File: config.mk
export PLATFORM = sky130hd
export DESIGN_NAME = seq_chunk_adder_flat
export DESIGN_NICKNAME = d
export VERILOG_FILES = /design/src/rtl/adder_pkg.sv /design/src/rtl/seq_chunk_adder_if.sv /design/src/rtl/chunk_add.sv /design/src/rtl/seq_chunk_adder.sv /design/src/flat_wrapper.sv
export SDC_FILE = /design/constraint.sdc
export NUM_CORES = 1
export LEC_CHECK = 0
export CAP_MARGIN = 25
export CORE_MARGIN = 4
export CORE_UTILIZATION = 46
export CTS_CLUSTER_SIZE = 24
export DETAILED_ROUTE_END_ITERATION = 10
export HOLD_SLACK_MARGIN = 0.03
export PLACE_DENSITY = 0.74
export SYNTH_ARGS = -nofsm -noshare
export SYNTH_HDL_FRONTEND = slang
export SYNTH_HIERARCHICAL = 1
export SYNTH_SLANG_ARGS = --single-unit
File: constraint.sdc
create_clock -name clk -period 3.2 [get_ports clk]
set_input_delay 0.48 -clock clk [delete_from_list [all_inputs] [get_ports clk]]
set_output_delay 0.48 -clock clk [all_outputs]
set_load 0.01 [all_outputs]
File: src/rtl/adder_pkg.sv
// Shared types and elaboration helpers for the sequential chunked adder.
package adder_pkg;

    typedef enum logic [1:0] {
        IDLE = 2'd0,
        RUN  = 2'd1,
        DONE = 2'd2
    } state_t;

    function automatic int nch(input int width, input int chunk);
        return width / chunk;
    endfunction

    function automatic int cnt_w(input int n);
        return (n <= 1) ? 1 : $clog2(n);
    endfunction

endpackage

File: src/rtl/seq_chunk_adder_if.sv
// Operand/result handshake bundle for seq_chunk_adder.
interface seq_chunk_adder_if #(
    parameter int WIDTH = 32
);
    logic             in_valid;
    logic             in_ready;
    logic [WIDTH-1:0] a;
    logic [WIDTH-1:0] b;
    logic             ci;
    logic             sub;
    logic             out_valid;
    logic             out_ready;
    logic [WIDTH-1:0] sum;
    logic             co;
    logic             ovf;
    logic             busy;

    modport master (
        output in_valid, a, b, ci, sub, out_ready,
        input  in_ready, out_valid, sum, co, ovf, busy
    );

    modport slave (
        input  in_valid, a, b, ci, sub, out_ready,
        output in_ready, out_valid, sum, co, ovf, busy
    );
endinterface

File: src/rtl/chunk_add.sv
// Combinational CHUNK-bit ripple adder slice: multi-bit form of a full-adder cell.
module chunk_add #(
    parameter int CHUNK = 8
) (
    input  logic [CHUNK-1:0] a,
    input  logic [CHUNK-1:0] b,
    input  logic             ci,
    output logic [CHUNK-1:0] s,
    output logic             co
);
    assign {co, s} = {1'b0, a} + {1'b0, b} + {{CHUNK{1'b0}}, ci};
endmodule

File: src/rtl/seq_chunk_adder.sv
// Multi-cycle WIDTH-bit add/subtract: one CHUNK-bit slice per cycle, LSB first,
// with the inter-slice carry held in a register.
module seq_chunk_adder
    import adder_pkg::*;
#(
    parameter int WIDTH = 32,
    parameter int CHUNK = 8
) (
    input  logic             clk,
    input  logic             rst,
    seq_chunk_adder_if.slave bus
);
    localparam int NCH = nch(WIDTH, CHUNK);
    localparam int CW  = cnt_w(NCH);

    if (WIDTH < 1 || CHUNK < 1 || (WIDTH % CHUNK) != 0) begin : g_bad_params
        $error("seq_chunk_adder: WIDTH must be >= 1 and a multiple of CHUNK");
    end

    state_t           state_r;
    state_t           state_s;
    logic [CW-1:0]    cnt_r;
    logic             carry_r;
    logic [WIDTH-1:0] a_r;
    logic [WIDTH-1:0] b_r;
    logic [WIDTH-1:0] sum_r;
    logic             co_r;
    logic             ovf_r;

    int               base_s;
    logic [CHUNK-1:0] a_sl_s;
    logic [CHUNK-1:0] b_sl_s;
    logic [CHUNK-1:0] s_s;
    logic             c_next_s;
    logic             last_s;
    logic             accept_s;

    // Select the active slice of the held operands.
    always_comb begin
        base_s = int'(cnt_r) * CHUNK;
        a_sl_s = a_r[base_s +: CHUNK];
        b_sl_s = b_r[base_s +: CHUNK];
        last_s = (cnt_r == CW'(NCH - 1));
    end

    chunk_add #(.CHUNK(CHUNK)) u_chunk_add (
        .a  (a_sl_s),
        .b  (b_sl_s),
        .ci (carry_r),
        .s  (s_s),
        .co (c_next_s)
    );

    assign accept_s = (state_r == IDLE) && bus.in_valid;

    // Next-state decode.
    always_comb begin
        state_s = state_r;
        case (state_r)
            IDLE: begin
                if (bus.in_valid) begin
                    state_s = RUN;
                end else begin
                    state_s = IDLE;
                end
            end
            RUN: begin
                if (last_s) begin
                    state_s = DONE;
                end else begin
                    state_s = RUN;
                end
            end
            DONE: begin
                if (bus.out_ready) begin
                    state_s = IDLE;
                end else begin
                    state_s = DONE;
                end
            end
            default: state_s = IDLE;
        endcase
    end

    // State register.
    always_ff @(posedge clk or posedge rst) begin
        if (rst) begin
            state_r <= IDLE;
        end else begin
            state_r <= state_s;
        end
    end

    // Operand capture (subtract folds into ~b and ~ci) and per-slice datapath update.
    always_ff @(posedge clk or posedge rst) begin
        if (rst) begin
            cnt_r   <= '0;
            carry_r <= 1'b0;
            a_r     <= '0;
            b_r     <= '0;
            sum_r   <= '0;
            co_r    <= 1'b0;
            ovf_r   <= 1'b0;
        end else if (accept_s) begin
            a_r     <= bus.a;
            b_r     <= bus.sub ? ~bus.b : bus.b;
            carry_r <= bus.sub ? ~bus.ci : bus.ci;
            cnt_r   <= '0;
        end else if (state_r == RUN) begin
            sum_r[base_s +: CHUNK] <= s_s;
            carry_r <= c_next_s;
            cnt_r   <= cnt_r + CW'(1);
            if (last_s) begin
                co_r  <= c_next_s;
                ovf_r <= (a_r[WIDTH-1] == b_r[WIDTH-1]) && (s_s[CHUNK-1] != a_r[WIDTH-1]);
            end
        end
    end

    assign bus.in_ready  = (state_r == IDLE);
    assign bus.out_valid = (state_r == DONE);
    assign bus.busy      = (state_r != IDLE);
    assign bus.sum       = sum_r;
    assign bus.co        = co_r;
    assign bus.ovf       = ovf_r;
endmodule

File: src/flat_wrapper.sv
// flat-port wrapper written by rule: the top's interface ports become plain ports
module seq_chunk_adder_flat import adder_pkg::*;
#(
    parameter int WIDTH = 32,
    parameter int CHUNK = 8
)
  (clk, rst, bus_in_valid, bus_a, bus_b, bus_ci, bus_sub, bus_out_ready, bus_in_ready, bus_out_valid, bus_sum, bus_co, bus_ovf, bus_busy);
  seq_chunk_adder_if #(.WIDTH(WIDTH)) bus_i ();
  input  logic clk;
  input  logic rst;
  input wire logic [$bits(bus_i.in_valid)-1:0] bus_in_valid;
  input wire logic [$bits(bus_i.a)-1:0] bus_a;
  input wire logic [$bits(bus_i.b)-1:0] bus_b;
  input wire logic [$bits(bus_i.ci)-1:0] bus_ci;
  input wire logic [$bits(bus_i.sub)-1:0] bus_sub;
  input wire logic [$bits(bus_i.out_ready)-1:0] bus_out_ready;
  output wire logic [$bits(bus_i.in_ready)-1:0] bus_in_ready;
  output wire logic [$bits(bus_i.out_valid)-1:0] bus_out_valid;
  output wire logic [$bits(bus_i.sum)-1:0] bus_sum;
  output wire logic [$bits(bus_i.co)-1:0] bus_co;
  output wire logic [$bits(bus_i.ovf)-1:0] bus_ovf;
  output wire logic [$bits(bus_i.busy)-1:0] bus_busy;
  assign bus_i.in_valid = bus_in_valid;
  assign bus_i.a = bus_a;
  assign bus_i.b = bus_b;
  assign bus_i.ci = bus_ci;
  assign bus_i.sub = bus_sub;
  assign bus_i.out_ready = bus_out_ready;
  assign bus_in_ready = bus_i.in_ready;
  assign bus_out_valid = bus_i.out_valid;
  assign bus_sum = bus_i.sum;
  assign bus_co = bus_i.co;
  assign bus_ovf = bus_i.ovf;
  assign bus_busy = bus_i.busy;
  seq_chunk_adder #(.WIDTH(WIDTH), .CHUNK(CHUNK)) u_core (.clk(clk), .rst(rst), .bus(bus_i));
endmodule
==> results.sh, run 1 <==
export IMPL_power_density_nw_per_um2=1080
export IMPL_insertedDiodeCount=0
export IMPL_synth_compound_area_share_pct=10.2
export IMPL_ctsHoldBuffers=0
export IMPL_maxClockFrequency_mhz=333
export IMPL_flop_and_latch_count_out_of_synthesis=103
export IMPL_core_rowCount=37
export IMPL_vdd_drop_max_uv=549
export IMPL_synthArstFlopShare_pct=100
export IMPL_synth_edff_count=0
export IMPL_initial_utilization_pct=47.9
export IMPL_leakage_component_of_the_power_nw=2.83
export IMPL_postLayoutCoreUtil_pct=60.8
export IMPL_routed_wl_um=11600
export IMPL_cts_repair_resize_count=0
export IMPL_timing_critical_path_required_ns=3.42
export IMPL_setup_worst_path_end_class="register"
export IMPL_maxCapViolations=0
export IMPL_tritoncts="built"
export IMPL_drc=0
export IMPL_maximum_number_of_pins_on_one_net_before_global_route_repair=100
export IMPL_max_slew_vio_count=0
export IMPL_grt_util_all_layers_pct=19.0
export IMPL_place_congestion=0.873
export IMPL_grt_pass1_vias=3903
export IMPL_worstSetupStartpointType="register"
export IMPL_max_buffers_root_to_sink=2
export IMPL_seq_area_frac_synth_pct=51.4
export IMPL_setup_worst_path_class="reg2reg"
export IMPL_endpoint="u_core/bus.ovf"
export IMPL_pre_cts_ws_ns=0.166
export IMPL_average_wire_per_standard_cell_um=15.9
export IMPL_crit_slowest_cell="sky130_fd_sc_hd__mux4_2"
export IMPL_gr_total_overflow=0
export IMPL_clock_latency_on_the_worst_skew_pair_ns=0.36
export IMPL_cp_cell_instances="buf_6, mux4_2, ha_1, a21o_1, a2111oi_1, mux2i_1, nand2_1, and3b_1, a21oi_1, o21ai_0"
export IMPL_r2r_slack_ns=0.20
export IMPL_synth_yosys_warnings=6
export IMPL_avgSynthCellArea_um2=10.3
export IMPL_relSlewSlack_pct=33.6
export IMPL_grt_first_pass_wirelength_um=19300
export IMPL_core_area_um2=10500
export IMPL_final_nets=669
export IMPL_hold_path_class="reg2reg"
export IMPL_antenna_left=0
export IMPL_io_pins=107
export IMPL_reg2reg_path_depth=10
export IMPL_run_status="completed"
export IMPL_cts_htree_levels=3
export IMPL_die_area_um2=12600
export IMPL_final_critical_path_setup_slack_ns=0.196
export IMPL_fp_dieW_um=112
export IMPL_clock_root_buffer="sky130_fd_sc_hd__clkbuf_8"
export IMPL_port_buffer_count=106
export IMPL_antenna_found_initial=0
export IMPL_number_of_nets_in_the_synthesized_netlist=570
export IMPL_die_height_um=112
export IMPL_regToRegEndpoint="u_core/bus.ovf"
export IMPL_clock_sinks=103
export IMPL_post_route_cells_drive_above_1_share_pct=8.64
export IMPL_measured_slew_at_the_worst_slew_check_pin_ns=0.996
export IMPL_critPathLaunch="u_core/cnt_r[0]"
export IMPL_arrival_time_of_data_at_the_critical_path_endpoint_ns=3.22
export IMPL_rr_startpoint="u_core/cnt_r[0]"
export IMPL_clock_skew_ns=0.0124
export IMPL_post_synth_mux_area_share_pct=7.61
export IMPL_post_route_min_period_ns=3.00
export IMPL_drt_iter0_markers=224
export IMPL_post_synth_fa_ha_maj_area_fraction_pct=3.79
export IMPL_synth_top_family_by_area="simple AND/OR/NAND/NOR gates"
export IMPL_timing_critical_path_slowest_cell_delay_ns=0.52
export IMPL_synthesis_area_um2=5010
export IMPL_setup_viol=0
export IMPL_postCtsSetupRepairBufs=0
export IMPL_drt_pre_antenna_iters=4
export IMPL_fill_cells=898
export IMPL_syn2layout_area_growth_pct=27.0
export IMPL_vias_per_cell=5.15
export IMPL_unique_masters_post_synth=40
export IMPL_hold_violations=0
export IMPL_synth_area_in_simple_gates_pct=16.9
export IMPL_synthXorXnorAreaFrac_pct=6.47
export IMPL_post_cts_clock_slew_at_the_launch_and_capture_registers_of_the_worst_setup_and_hold_paths_ns=0.10
export IMPL_hpwlAfterDp_um=8970
export IMPL_via_count=3737
export IMPL_placedInstanceArea_um2=6180
export IMPL_cts_made_buffers=9
export IMPL_ys_flop_type="sky130_fd_sc_hd__dfrtp_1"
export IMPL_crit_path_max_fanout=9
export IMPL_finish_instance_area_um2=6360
export IMPL_min_period_over_period_pct=93.9
export IMPL_synthesis_instances=486
==> final cells by class <==
type                    instances  area (um^2)  share of cell area (%)
flip-flops and latches        103         2580                    40.5
multi-input cells             348         2260                    35.6
repair buffers                115         1140                    17.9
well taps                     136          170                    2.67
clock buffers                   9          124                    1.95
clock inverters                 7         55.1                   0.865
inverters                       8         32.5                   0.511
==> per-layer routing <==
| layer | share of wire (%) | global-route usage, % |
|---|---|---|
| met1 | 43 | 24.9 |
| met2 | 49 | 32.1 |
| met3 | 5.4 | 2.70 |
| met4 | 2.4 | 7.37 |
| met5 | 0 | 0 |
==> sequential cells by signal, summed over array words and instances (netlist names) <==
name and cells:
u_core/b_r 32, u_core/bus.sum 32, u_core/state_r 2, u_core/a_r 32, u_core/cnt_r 2, u_core/bus.co 1
u_core/carry_r 1, u_core/bus.ovf 1
==> critical path: cells and delay by family (launching register included) <==
family / cells / cell delay [ns]
simple gates: 2 / 0.26
flops: 1 / 0.48
mux: 2 / 0.64
compound gates: 4 / 0.86
fa+ha+maj: 1 / 0.40
buf+inv: 1 / 0.21
==> worst min path at each step <==
stage / from / end / cells past startpoint
2_1_floorplan: u_core/a_r[0] / u_core/a_r[0] / 2
3_3_place_gp: u_core/a_r[29] / u_core/a_r[29] / 2
3_5_place_dp: u_core/a_r[2] / u_core/a_r[2] / 2
4_1_cts: u_core/a_r[2] / u_core/a_r[2] / 2
5_1_grt: u_core/a_r[27] / u_core/a_r[27] / 2
6_report: u_core/a_r[17] / u_core/a_r[17] / 2
==> synth_stat cells (2+ instances only) <==
cell type	n	area, um^2
sky130_fd_sc_hd__a21o_1	2	15.0
sky130_fd_sc_hd__a21oi_1	6	30.0
sky130_fd_sc_hd__a22o_1	16	140
sky130_fd_sc_hd__a311o_1	2	20.0
sky130_fd_sc_hd__buf_2	15	75.1
sky130_fd_sc_hd__buf_4	2	15.0
sky130_fd_sc_hd__buf_6	3	33.8
sky130_fd_sc_hd__clkbuf_1	7	26.3
sky130_fd_sc_hd__dfrtp_1	103	2580
sky130_fd_sc_hd__fa_1	2	40.0
sky130_fd_sc_hd__ha_1	12	150
sky130_fd_sc_hd__inv_1	7	26.3
sky130_fd_sc_hd__mux4_2	16	360
sky130_fd_sc_hd__nand2_1	168	631
sky130_fd_sc_hd__nand2b_1	2	12.5
sky130_fd_sc_hd__nand3_1	4	20.0
sky130_fd_sc_hd__nand3b_1	3	22.5
sky130_fd_sc_hd__nor2_1	4	15.0
sky130_fd_sc_hd__nor2b_1	3	18.8
sky130_fd_sc_hd__nor3_1	2	10.0
sky130_fd_sc_hd__nor4_4	2	42.5
sky130_fd_sc_hd__o21ai_0	47	235
sky130_fd_sc_hd__o21ai_1	6	30.0
sky130_fd_sc_hd__xnor2_1	34	298
sky130_fd_sc_hd__xor2_1	3	26.3
==> cells in the final DEF, fill, tap and decap left out, types with 2 or more instances in the layout <==
cell type / n
sky130_fd_sc_hd__nor4_4: 2
sky130_fd_sc_hd__dfrtp_1: 103
sky130_fd_sc_hd__o21ai_0: 47
sky130_fd_sc_hd__o21ai_1: 6
sky130_fd_sc_hd__a21oi_1: 6
sky130_fd_sc_hd__clkinvlp_4: 2
sky130_fd_sc_hd__clkdlybuf4s50_1: 105
sky130_fd_sc_hd__inv_1: 6
sky130_fd_sc_hd__xnor2_1: 34
sky130_fd_sc_hd__a22o_1: 16
sky130_fd_sc_hd__nor3_1: 2
sky130_fd_sc_hd__a311o_1: 2
sky130_fd_sc_hd__nand2_1: 168
sky130_fd_sc_hd__xor2_1: 3
sky130_fd_sc_hd__nor2b_1: 3
sky130_fd_sc_hd__clkbuf_8: 9
sky130_fd_sc_hd__nand3b_1: 3
sky130_fd_sc_hd__buf_4: 7
sky130_fd_sc_hd__mux4_2: 16
sky130_fd_sc_hd__nand3_1: 4
sky130_fd_sc_hd__ha_1: 12
sky130_fd_sc_hd__inv_6: 3
sky130_fd_sc_hd__nand2b_1: 2
sky130_fd_sc_hd__fa_1: 2
sky130_fd_sc_hd__nor2_1: 4
sky130_fd_sc_hd__a21o_1: 2
==> metrics by stage <==
stage / cells / total power, mW / TNS (ns) / hold WS (ns)
2_1_floorplan: 486 / 4.77 / 0 / 0.440
3_3_place_gp: 710 / 5.91 / 0 / 0.455
3_5_place_dp: 710 / 6.09 / 0 / 0.464
4_1_cts: 726 / 6.84 / 0 / 0.490
5_1_grt: 726 / 7.37 / -0.00122 / 0.510
6_report: 726 / 6.85 / 0 / 0.487
==> report_power, final <==
part	switching [mW]	internal, mW
sequential	0.411	1.87
combinational	2.14	1.69
clock	0.450	0.291
total	3.00	3.85
==> cells by family (layout without fill, tap and decap cells) <==
group / Yosys count / count (layout)
DFF: 103 / 103
AOI/OAI and AO/OA: 84 / 84
muxes: 18 / 18
adders and majority gates: 14 / 14
buffers and inverters: 35 / 139
and+or+nand+nor: 195 / 195
xor gates and xnor gates: 37 / 37
No activity file was read; power rests on OpenSTA's default activity.
==> run 2: changes to the inputs <==
--- a/config.mk
+++ b/config.mk
@@ -7,11 +7,11 @@
 export LEC_CHECK = 0
 export CAP_MARGIN = 25
 export CORE_MARGIN = 4
-export CORE_UTILIZATION = 46
+export CORE_UTILIZATION = 55
 export CTS_CLUSTER_SIZE = 24
 export DETAILED_ROUTE_END_ITERATION = 10
 export HOLD_SLACK_MARGIN = 0.03
-export PLACE_DENSITY = 0.74
+export PLACE_DENSITY = 0.83
 export SYNTH_ARGS = -nofsm -noshare
 export SYNTH_HDL_FRONTEND = slang
 export SYNTH_HIERARCHICAL = 1
==> constraint.sdc (replaced) <==
create_clock -name clk -period 3.6 [get_ports clk]
set_input_delay 0.54 -clock clk [delete_from_list [all_inputs] [get_ports clk]]
set_output_delay 0.54 -clock clk [all_outputs]
set_load 0.01 [all_outputs]
==> results.sh, run 2 (synthesized netlist as in run 1, its figures left out) <==
export IMPL_maximum_number_of_pins_on_one_net_before_global_route_repair=68
export IMPL_drt_iter0_markers=240
export IMPL_drt_pre_antenna_iters=5
export IMPL_core_rowCount=34
export IMPL_postCtsSetupRepairBufs=0
export IMPL_regToRegEndpoint="u_core/bus.ovf"
export IMPL_grt_util_all_layers_pct=22.6
export IMPL_hold_path_class="reg2reg"
export IMPL_die_area_um2=10700
export IMPL_average_wire_per_standard_cell_um=16.6
export IMPL_die_height_um=103
export IMPL_timing_critical_path_required_ns=3.82
export IMPL_syn2layout_area_growth_pct=26.6
export IMPL_final_nets=668
export IMPL_leakage_component_of_the_power_nw=2.84
export IMPL_setup_worst_path_class="reg2reg"
export IMPL_fp_dieW_um=103
export IMPL_maxClockFrequency_mhz=310
export IMPL_post_route_cells_drive_above_1_share_pct=7.99
export IMPL_maxCapViolations=0
export IMPL_run_status="completed"
export IMPL_setup_worst_path_end_class="register"
export IMPL_via_count=3802
export IMPL_antenna_left=0
export IMPL_tns_ns=0
export IMPL_relSlewSlack_pct=39.5
export IMPL_antenna_found_initial=0
export IMPL_clock_sinks=103
export IMPL_place_congestion=0.830
export IMPL_critPathLaunch="u_core/cnt_r[0]"
export IMPL_post_cts_clock_slew_at_the_launch_and_capture_registers_of_the_worst_setup_and_hold_paths_ns=0.09
export IMPL_clock_root_buffer="sky130_fd_sc_hd__clkbuf_8"
export IMPL_min_period_over_period_pct=89.5
export IMPL_arrival_time_of_data_at_the_critical_path_endpoint_ns=3.44
export IMPL_insertedDiodeCount=0
export IMPL_final_critical_path_setup_slack_ns=0.377
export IMPL_setup_viol=0
export IMPL_measured_slew_at_the_worst_slew_check_pin_ns=0.908
export IMPL_io_pins=107
export IMPL_ctsHoldBuffers=0
export IMPL_grt_pass1_vias=3703
export IMPL_pre_cts_ws_ns=0.418
export IMPL_power_density_nw_per_um2=973
export IMPL_max_slew_vio_count=0
export IMPL_fill_cells=619
export IMPL_most_common_layout_cells="sky130_fd_sc_hd__nand2_1 (168), sky130_fd_sc_hd__clkdlybuf4s50_1 (105), sky130_fd_sc_hd__dfrtp_1 (103)"
export IMPL_tritoncts="built"
export IMPL_cts_made_buffers=9
export IMPL_endpoint="u_core/bus.ovf"
export IMPL_rsz0062_at_grt="false"
export IMPL_drc=0
export IMPL_crit_path_max_fanout=8
export IMPL_clock_latency_on_the_worst_skew_pair_ns=0.37
export IMPL_post_route_min_period_ns=3.22
export IMPL_clock_skew_ns=0.0124
export IMPL_cts_repair_resize_count=0
export IMPL_hold_violations=0
export IMPL_vias_per_cell=5.46
export IMPL_max_buffers_root_to_sink=2
export IMPL_finish_instance_area_um2=6350
export IMPL_port_buffer_count=106
export IMPL_initial_utilization_pct=56.9
export IMPL_rr_startpoint="u_core/cnt_r[0]"
export IMPL_placedInstanceArea_um2=6130
export IMPL_r2r_slack_ns=0.38
export IMPL_cts_htree_levels=3
export IMPL_layout_cells_most_common="sky130_fd_sc_hd__nand2_1"
export IMPL_hpwlAfterDp_um=8640
export IMPL_grt_first_pass_wirelength_um=18500
export IMPL_worstSetupStartpointType="register"
export IMPL_gr_total_overflow=0
export IMPL_vdd_drop_max_uv=495
export IMPL_reg2reg_path_depth=10
export IMPL_routed_wl_um=11600
export IMPL_core_area_um2=8810
[run 2: cell types whose count changed in the layout (fill, tap and decap cells not counted), sizes merged]
cell / previous run / this run
inv: 11 / 8
clkinv: 2 / 0
bufinv: 0 / 2
clkinvlp: 2 / 1
buf: 10 / 9
clkbuf: 9 / 12
[run 2: final cells by class]
type / instances / area, um^2 / share of cell area (%)
sequential: 103 / 2580 / 40.6
timing repair buffer: 114 / 1130 / 17.8
clock buffer: 12 / 145 / 2.29
multi-input combinational: 348 / 2260 / 35.6
inverter: 8 / 32.5 / 0.513
clock inverter: 3 / 67.6 / 1.06
tap: 108 / 135 / 2.13
[run 2: power by group]
part           switching [mW]  internal, mW
combinational            1.91          1.45
clock                   0.372         0.408
sequential              0.368          1.66
[run 2: how the worst min path moves through the flow]
stage | startpoint | endpoint | slack (ns) | cells past startpoint
global route | u_core/a_r[17] | u_core/a_r[17] | 0.50 | 2
detailed placement | u_core/a_r[4] | u_core/a_r[4] | 0.46 | 2
floorplan | u_core/a_r[0] | u_core/a_r[0] | 0.44 | 2
CTS | u_core/a_r[22] | u_core/a_r[22] | 0.48 | 2
finish | u_core/b_r[19] | u_core/b_r[19] | 0.48 | 2
global placement | u_core/a_r[4] | u_core/a_r[4] | 0.45 | 2
[run 2: worst max-delay path, cell delays in order, from the launching register on]
cell and delay [ns]:
sky130_fd_sc_hd__dfrtp_1 0.58, sky130_fd_sc_hd__buf_4 0.23, sky130_fd_sc_hd__mux4_2 0.50, sky130_fd_sc_hd__ha_1 0.41, sky130_fd_sc_hd__a21o_1 0.23, sky130_fd_sc_hd__a2111oi_0 0.42
sky130_fd_sc_hd__mux2i_1 0.13, sky130_fd_sc_hd__nand2_1 0.20, sky130_fd_sc_hd__and3b_1 0.20, sky130_fd_sc_hd__a21oi_1 0.10, sky130_fd_sc_hd__o21ai_0 0.08
[run 2: per-stage QoR]
step	hold WS (ns)	cells	util (%)	power (mW)
CTS	0.484	696	72.1	6.14
global route	0.505	696	72.1	6.64
floorplan	0.440	486	-	4.24
finish	0.482	696	72.1	6.18
detailed placement	0.461	681	69.7	5.35
global placement	0.455	681	69.7	5.17
[run 2: layer usage]
| layer | track usage, % | vias up | share of wire (%) |
|---|---|---|---|
| met3 | 4.69 | 19 | 6.3 |
| li1 | - | 1827 | - |
| met1 | 31.4 | 1832 | 43 |
| met2 | 35.8 | 124 | 48 |
| met4 | 7.97 | 0 | 2.1 |
| met5 | 0 | - | 0 |
